**src/rtl/fetch_pkg.sv**
```systemverilog
// Shared definitions for the instruction fetch sequencer: state encoding,
// instruction field positions and the default halt word.
package fetch_pkg;

  typedef enum logic [1:0] {
    StIdle   = 2'd0,
    StRun    = 2'd1,
    StHalted = 2'd2
  } fetch_state_e;

  // Instruction byte layout: aux[7:5] rs[4] rt[3] opcode[2:0]
  localparam int unsigned OPC_LSB = 0;
  localparam int unsigned OPC_W   = 3;
  localparam int unsigned RT_BIT  = 3;
  localparam int unsigned RS_BIT  = 4;
  localparam int unsigned AUX_LSB = 5;
  localparam int unsigned AUX_W   = 3;

  localparam logic [7:0] HALT_WORD_DEFAULT = 8'hFF;

endpackage

```
**src/rtl/fetch_perf_counter.sv**
```systemverilog
// 16-bit saturating event counter with enable and synchronous clear.
module fetch_perf_counter (
  input  logic        clk,
  input  logic        rst_n,
  input  logic        en,
  input  logic        clr,
  output logic [15:0] count
);

  logic [15:0] count_q;

  always_ff @(posedge clk or negedge rst_n) begin
    if (!rst_n) begin
      count_q <= 16'h0000;
    end else if (clr) begin
      count_q <= 16'h0000;
    end else if (en && (count_q != 16'hFFFF)) begin
      count_q <= count_q + 16'h0001;
    end
  end

  assign count = count_q;

endmodule

```
**src/rtl/fetch_sequencer.sv**
```systemverilog
// PC and fetch controller between the instruction ROM and decode.
// Define FETCH_PERF_EN to build the accepted-transfer counter on fetch_count.
module fetch_sequencer
  import fetch_pkg::*;
#(
  parameter logic [7:0] HALT_WORD = HALT_WORD_DEFAULT,
  parameter logic [7:0] RESET_PC  = 8'h00
) (
  input  logic        clk,
  input  logic        rst_n,
  input  logic        start,
  input  logic [7:0]  start_addr,
  output logic [7:0]  imem_addr,
  input  logic [7:0]  imem_inst,
  output logic        out_valid,
  input  logic        out_ready,
  output logic [7:0]  out_inst,
  output logic [7:0]  out_pc,
  input  logic        redirect_valid,
  input  logic [7:0]  redirect_addr,
  output logic        running,
  output logic        halted,
  output logic [15:0] fetch_count
);

  fetch_state_e state_q, state_d;
  logic [7:0]   pc_q, pc_d;
  logic         out_valid_q, out_valid_d;
  logic [7:0]   out_inst_q, out_inst_d;
  logic [7:0]   out_pc_q, out_pc_d;
  logic         running_q, halted_q;
  logic         fetch_en;
  logic         start_ok;

  assign fetch_en = !out_valid_q || out_ready;
  assign start_ok = start && (state_q != StRun);

  always_comb begin
    state_d     = state_q;
    pc_d        = pc_q;
    out_valid_d = out_valid_q;
    out_inst_d  = out_inst_q;
    out_pc_d    = out_pc_q;
    unique case (state_q)
      StIdle: begin
        if (start_ok) begin
          pc_d        = start_addr;
          out_valid_d = 1'b0;
          state_d     = StRun;
        end
      end
      StRun: begin
        if (redirect_valid) begin
          // Flush: drop any unaccepted instruction and skip this cycle's fetch
          pc_d        = redirect_addr;
          out_valid_d = 1'b0;
        end else if (fetch_en) begin
          out_inst_d  = imem_inst;
          out_pc_d    = pc_q;
          out_valid_d = 1'b1;
          pc_d        = pc_q + 8'd1;
          if (imem_inst == HALT_WORD) begin
            state_d = StHalted;
          end
        end
      end
      StHalted: begin
        if (start_ok) begin
          pc_d        = start_addr;
          out_valid_d = 1'b0;
          state_d     = StRun;
        end else if (out_ready) begin
          out_valid_d = 1'b0;
        end
      end
      default: begin
        state_d     = StIdle;
        out_valid_d = 1'b0;
      end
    endcase
  end

  always_ff @(posedge clk or negedge rst_n) begin
    if (!rst_n) begin
      state_q     <= StIdle;
      pc_q        <= RESET_PC;
      out_valid_q <= 1'b0;
      out_inst_q  <= 8'h00;
      out_pc_q    <= 8'h00;
      running_q   <= 1'b0;
      halted_q    <= 1'b0;
    end else begin
      state_q     <= state_d;
      pc_q        <= pc_d;
      out_valid_q <= out_valid_d;
      out_inst_q  <= out_inst_d;
      out_pc_q    <= out_pc_d;
      running_q   <= (state_d == StRun);
      halted_q    <= (state_d == StHalted);
    end
  end

  assign imem_addr = pc_q;
  assign out_valid = out_valid_q;
  assign out_inst  = out_inst_q;
  assign out_pc    = out_pc_q;
  assign running   = running_q;
  assign halted    = halted_q;

`ifdef FETCH_PERF_EN
  fetch_perf_counter u_perf (
    .clk   (clk),
    .rst_n (rst_n),
    .en    (out_valid_q && out_ready),
    .clr   (start_ok),
    .count (fetch_count)
  );
`else
  assign fetch_count = 16'h0000;
`endif

endmodule
```
**config.mk**
```make
export PLATFORM = sky130hd
export DESIGN_NAME = fetch_sequencer
export DESIGN_NICKNAME = d
export VERILOG_FILES = /design/src/rtl/fetch_pkg.sv /design/src/rtl/fetch_perf_counter.sv /design/src/rtl/fetch_sequencer.sv
export SDC_FILE = /design/constraint.sdc
export NUM_CORES = 1
export LEC_CHECK = 0
export ABC_AREA = 1
export BUFFER_PORTS_ARGS = -buffer_cell sky130_fd_sc_hd__buf_2
export CAP_MARGIN = 5
export CORE_ASPECT_RATIO = 0.8
export CORE_MARGIN = 2
export CORE_UTILIZATION = 40
export DETAILED_ROUTE_END_ITERATION = 10
export MAX_ROUTING_LAYER = met4
export PLACE_DENSITY_LB_ADDON = 0.2
export SETUP_SLACK_MARGIN = 0.02
export SLEW_MARGIN = 25
export SYNTH_ARGS = -nofsm -noshare
export SYNTH_HDL_FRONTEND = slang
export SYNTH_SLANG_ARGS = --single-unit
```
**constraint.sdc**
```tcl
create_clock -name clk -period 1.6 [get_ports clk]
set_clock_uncertainty 0.2 [all_clocks]
set_input_delay 0.32 -clock clk [delete_from_list [all_inputs] [get_ports clk]]
set_output_delay 0.32 -clock clk [all_outputs]
set_load 0.05 [all_outputs]
```
==> impl_metrics.yaml <==
layout:
  syn_to_final_growth_pct: 26.4
  drive_gt1_share_pct: 37.5
  mostFrequentLayoutCell: "buf_2"
  multi_input_area_um2: 734
  n_fill_cell: 395
  nets: 301
  register_area_um2: 731
  diodes: 0
  final_cell_mix: "54 x buf_2, 52 x nand2_1, 25 x dfrtp_1, 20 x inv_1"
cts:
  clock-root-buffer: "clkbuf_8"
  cts_tree: "built"
  cts_max_level: 2
  post-cts-setup-buffer-count: 0
  clk_pin_slew_ns: 0.06
  clockBufferDepth: 2
  clk_latency_ns: 0.27
  cts_num_sinks: 29
  cts_buffers: 5
timing:
  whs_ns: 0.0609
  final.period_utilization_pct: 94.6
  setup_viol: 0
  grt_setup_unrepaired: "no"
  period_needed_ns: 1.51
  hold_viol: 0
  setup_ws_ns: 0.0856
  slew_viol_final: 0
  timing.fmax_mhz: 660
  fin_tns_setup_ns: 0
route:
  route.detailed.drc: 0
  wl_um: 3530
  avgRoutedWirePerCell_um: 10.8
  dr_total_vias: 1414
  drt_iter0_drc: 102
  viasPerCell: 4.32
  ant_nets: 0
  drtPass1Iterations: 4
floorplanning:
  core-area_um2: 3880
  start_util_pct: 42.7
  die_h_um: 61.6
  die_w_um: 76.0
  io_pins: 72
  rows: 20
  dieArea_um2: 4680
min_path:
  whs_endpoint: "out_inst[5]"
  holdPathStages: 3
  hold_start: "imem_inst[5]"
  hold_path_class: "input port to register"
setup_path:
  r2r_cells: 8
  r2r_slack_ns: 0.13
  cp-end-kind: "output pin"
  worstPathMaxFanout: 6
  reg2reg_to: "out_pc[1]"
  crit_chain: "buf_2"
  worst-endpoint-required_ns: 1.08
  critPathBufInv: 1
  critical_path.max_stage_delay_ns: 0.43
  critPathLaunchType: "register"
  crit_arrival_ns: 0.99
  criticalPathCategory: "register to output pin"
  reg2reg_from: "state_q[1]"
  cp_slowest_cell: "dfrtp_1"
  path_delay_family: "flip-flops"
pwr:
  p_per_area_nw_per_um2: 2060
  p_int_mw: 2.09
  p_leak_nw: 1.12
  finalPower_mw: 4.32
  switchingPower_mw: 2.23
  p_comb_share_pct: 53.0
  clockPowerShare_pct: 18.0
  vdd_drop_max_v: 0.00118
  p_sw_share_pct: 51.6
  power.share.sequential_pct: 29.0
logic_synthesis:
  netlist_instances: 207
  synth_mux_area_share_pct: 0
  synth_fa_ha_area_share_pct: 0.755
  avgSynthCellArea_um2: 8.00
  syn_area_um2: 1660
  synth_top_family_by_area: "simple AND/OR/NAND/NOR gates"
  ys_warn_count: 0
  synth_top_area_share_pct: 43.8
  synth_top_area_cell: "dfrtp_1"
  synthSimpleGateAreaFrac_pct: 24.7
  netlist_top_cells_area: "dfrtp_1 44%, nand2_1 12%, buf_4 7.3%"
  synth_compound_area_share_pct: 14.8
  yosysSeqAreaShare_pct: 43.8
  synthXorXnorAreaFrac_pct: 0
  ys_ff_latch: 29
  synth_cell_types: 24
placed_design:
  portBuffers: 55
  hpwl_um: 2720
  pre_cts_ws_ns: 0.0990
  gp_congestion: 0.830
global_routing:
  grt_pass1_vias: 1263
  grt_max_degree: 30
  grt-ovfl-total: 0
  grt_use_total_pct: 17.1
  antenna_found_initial: 0
  grt_pass1_wl_um: 5980
outcome:
  status: "finished, final reports clean"
job:
  maxCapViolCount: 0
-- cell type report --
class                           instances  share of cell area (%)
Clock buffer                            7                    4.12
Clock inverter                          1                    1.43
Inverter                               24                    4.54
Multi-Input combinational cell        147                    35.1
Sequential cell                        29                    34.9
Tap cell                               55                    3.29
Timing Repair Buffer                   64                    16.6
-- worst max path at each step --
stage                             from           end  slack [ns]  cells past startpoint
after floorplan           imem_addr[2]  imem_addr[3]       0.009                      7
after global placement    imem_inst[3]    state_q[0]         0.1                      6
after detailed placement  imem_inst[3]       running         0.1                      6
after CTS                 imem_addr[2]  imem_addr[2]        0.03                      1
after global routing        state_q[1]  imem_addr[6]        0.03                      8
final                     imem_addr[3]  imem_addr[3]        0.09                      1
-- metal layers --
layer,global-route usage [%],vias to the layer above,part of all wire [%]
met5,-,-,0
met4,4.68,0,0
met1,23.3,615,51
met2,25.4,48,43
met3,4.69,0,5.8
li1,-,751,-
-- cells by family after synthesis --
logic type               count (synthesis)
AND/OR/NAND/NOR                         92
buffers and inverters                   46
AO/OA/AOI/OAI                           38
flip-flops                              29
adder cells (fa/ha/maj)                  1
other                                    1
-- registers in the layout, summed over array words and instances (netlist names) --
signal / flops
halted: 1
running: 1
out_inst: 8
out_valid: 1
imem_addr: 8
state_q: 2
out_pc: 8
-- power by group through the flow --
stage,Combinational (mW),Sequential [mW],Clock [mW]
final,2.29,1.25,0.775
after global routing,2.47,1.30,0.826
after CTS,2.29,1.24,0.788
after detailed placement,2.28,1.25,0
after global placement,2.26,1.25,0
after floorplan,0.853,2.18,0
-- through the flow --
step / cells / instance area (um2) / utilization [%]
5_1_grt: 327 / 2090 / 54.0
2_1_floorplan: 222 / 1720 / -
4_1_cts: 327 / 2080 / 53.6
3_5_place_dp: 318 / 1950 / 50.4
3_3_place_gp: 318 / 1950 / 50.4
6_report: 327 / 2090 / 54.0
-- timing repair --
| item | in CTS | in global routing |
|---|---|---|
| hold buffers | 1 | 0 |
| resized for setup | 0 | 7 |
| hold endpoints to repair | 29 | 0 |
| setup endpoints to repair | 0 | 13 |
-- worst register-to-register path: cells and delay by family (launching register included) --
kind                   cells  cell delay, ns
buffers and inverters      3            0.27
and+or+nand+nor            4            0.44
DFF                        1            0.39
AOI/OAI and AO/OA          1            0.05
-- Yosys cell counts, drive strengths merged --
cell and number:
nand2 59, dfrtp 29, o21ai 25, inv 24
buf 21, nor2 20, nand3 10, a21oi 9
o211ai 3, nor3 2, a21boi 1, clkbuf 1
conb 1, ha 1, nand4 1
(Power assumes the default switching activity.)
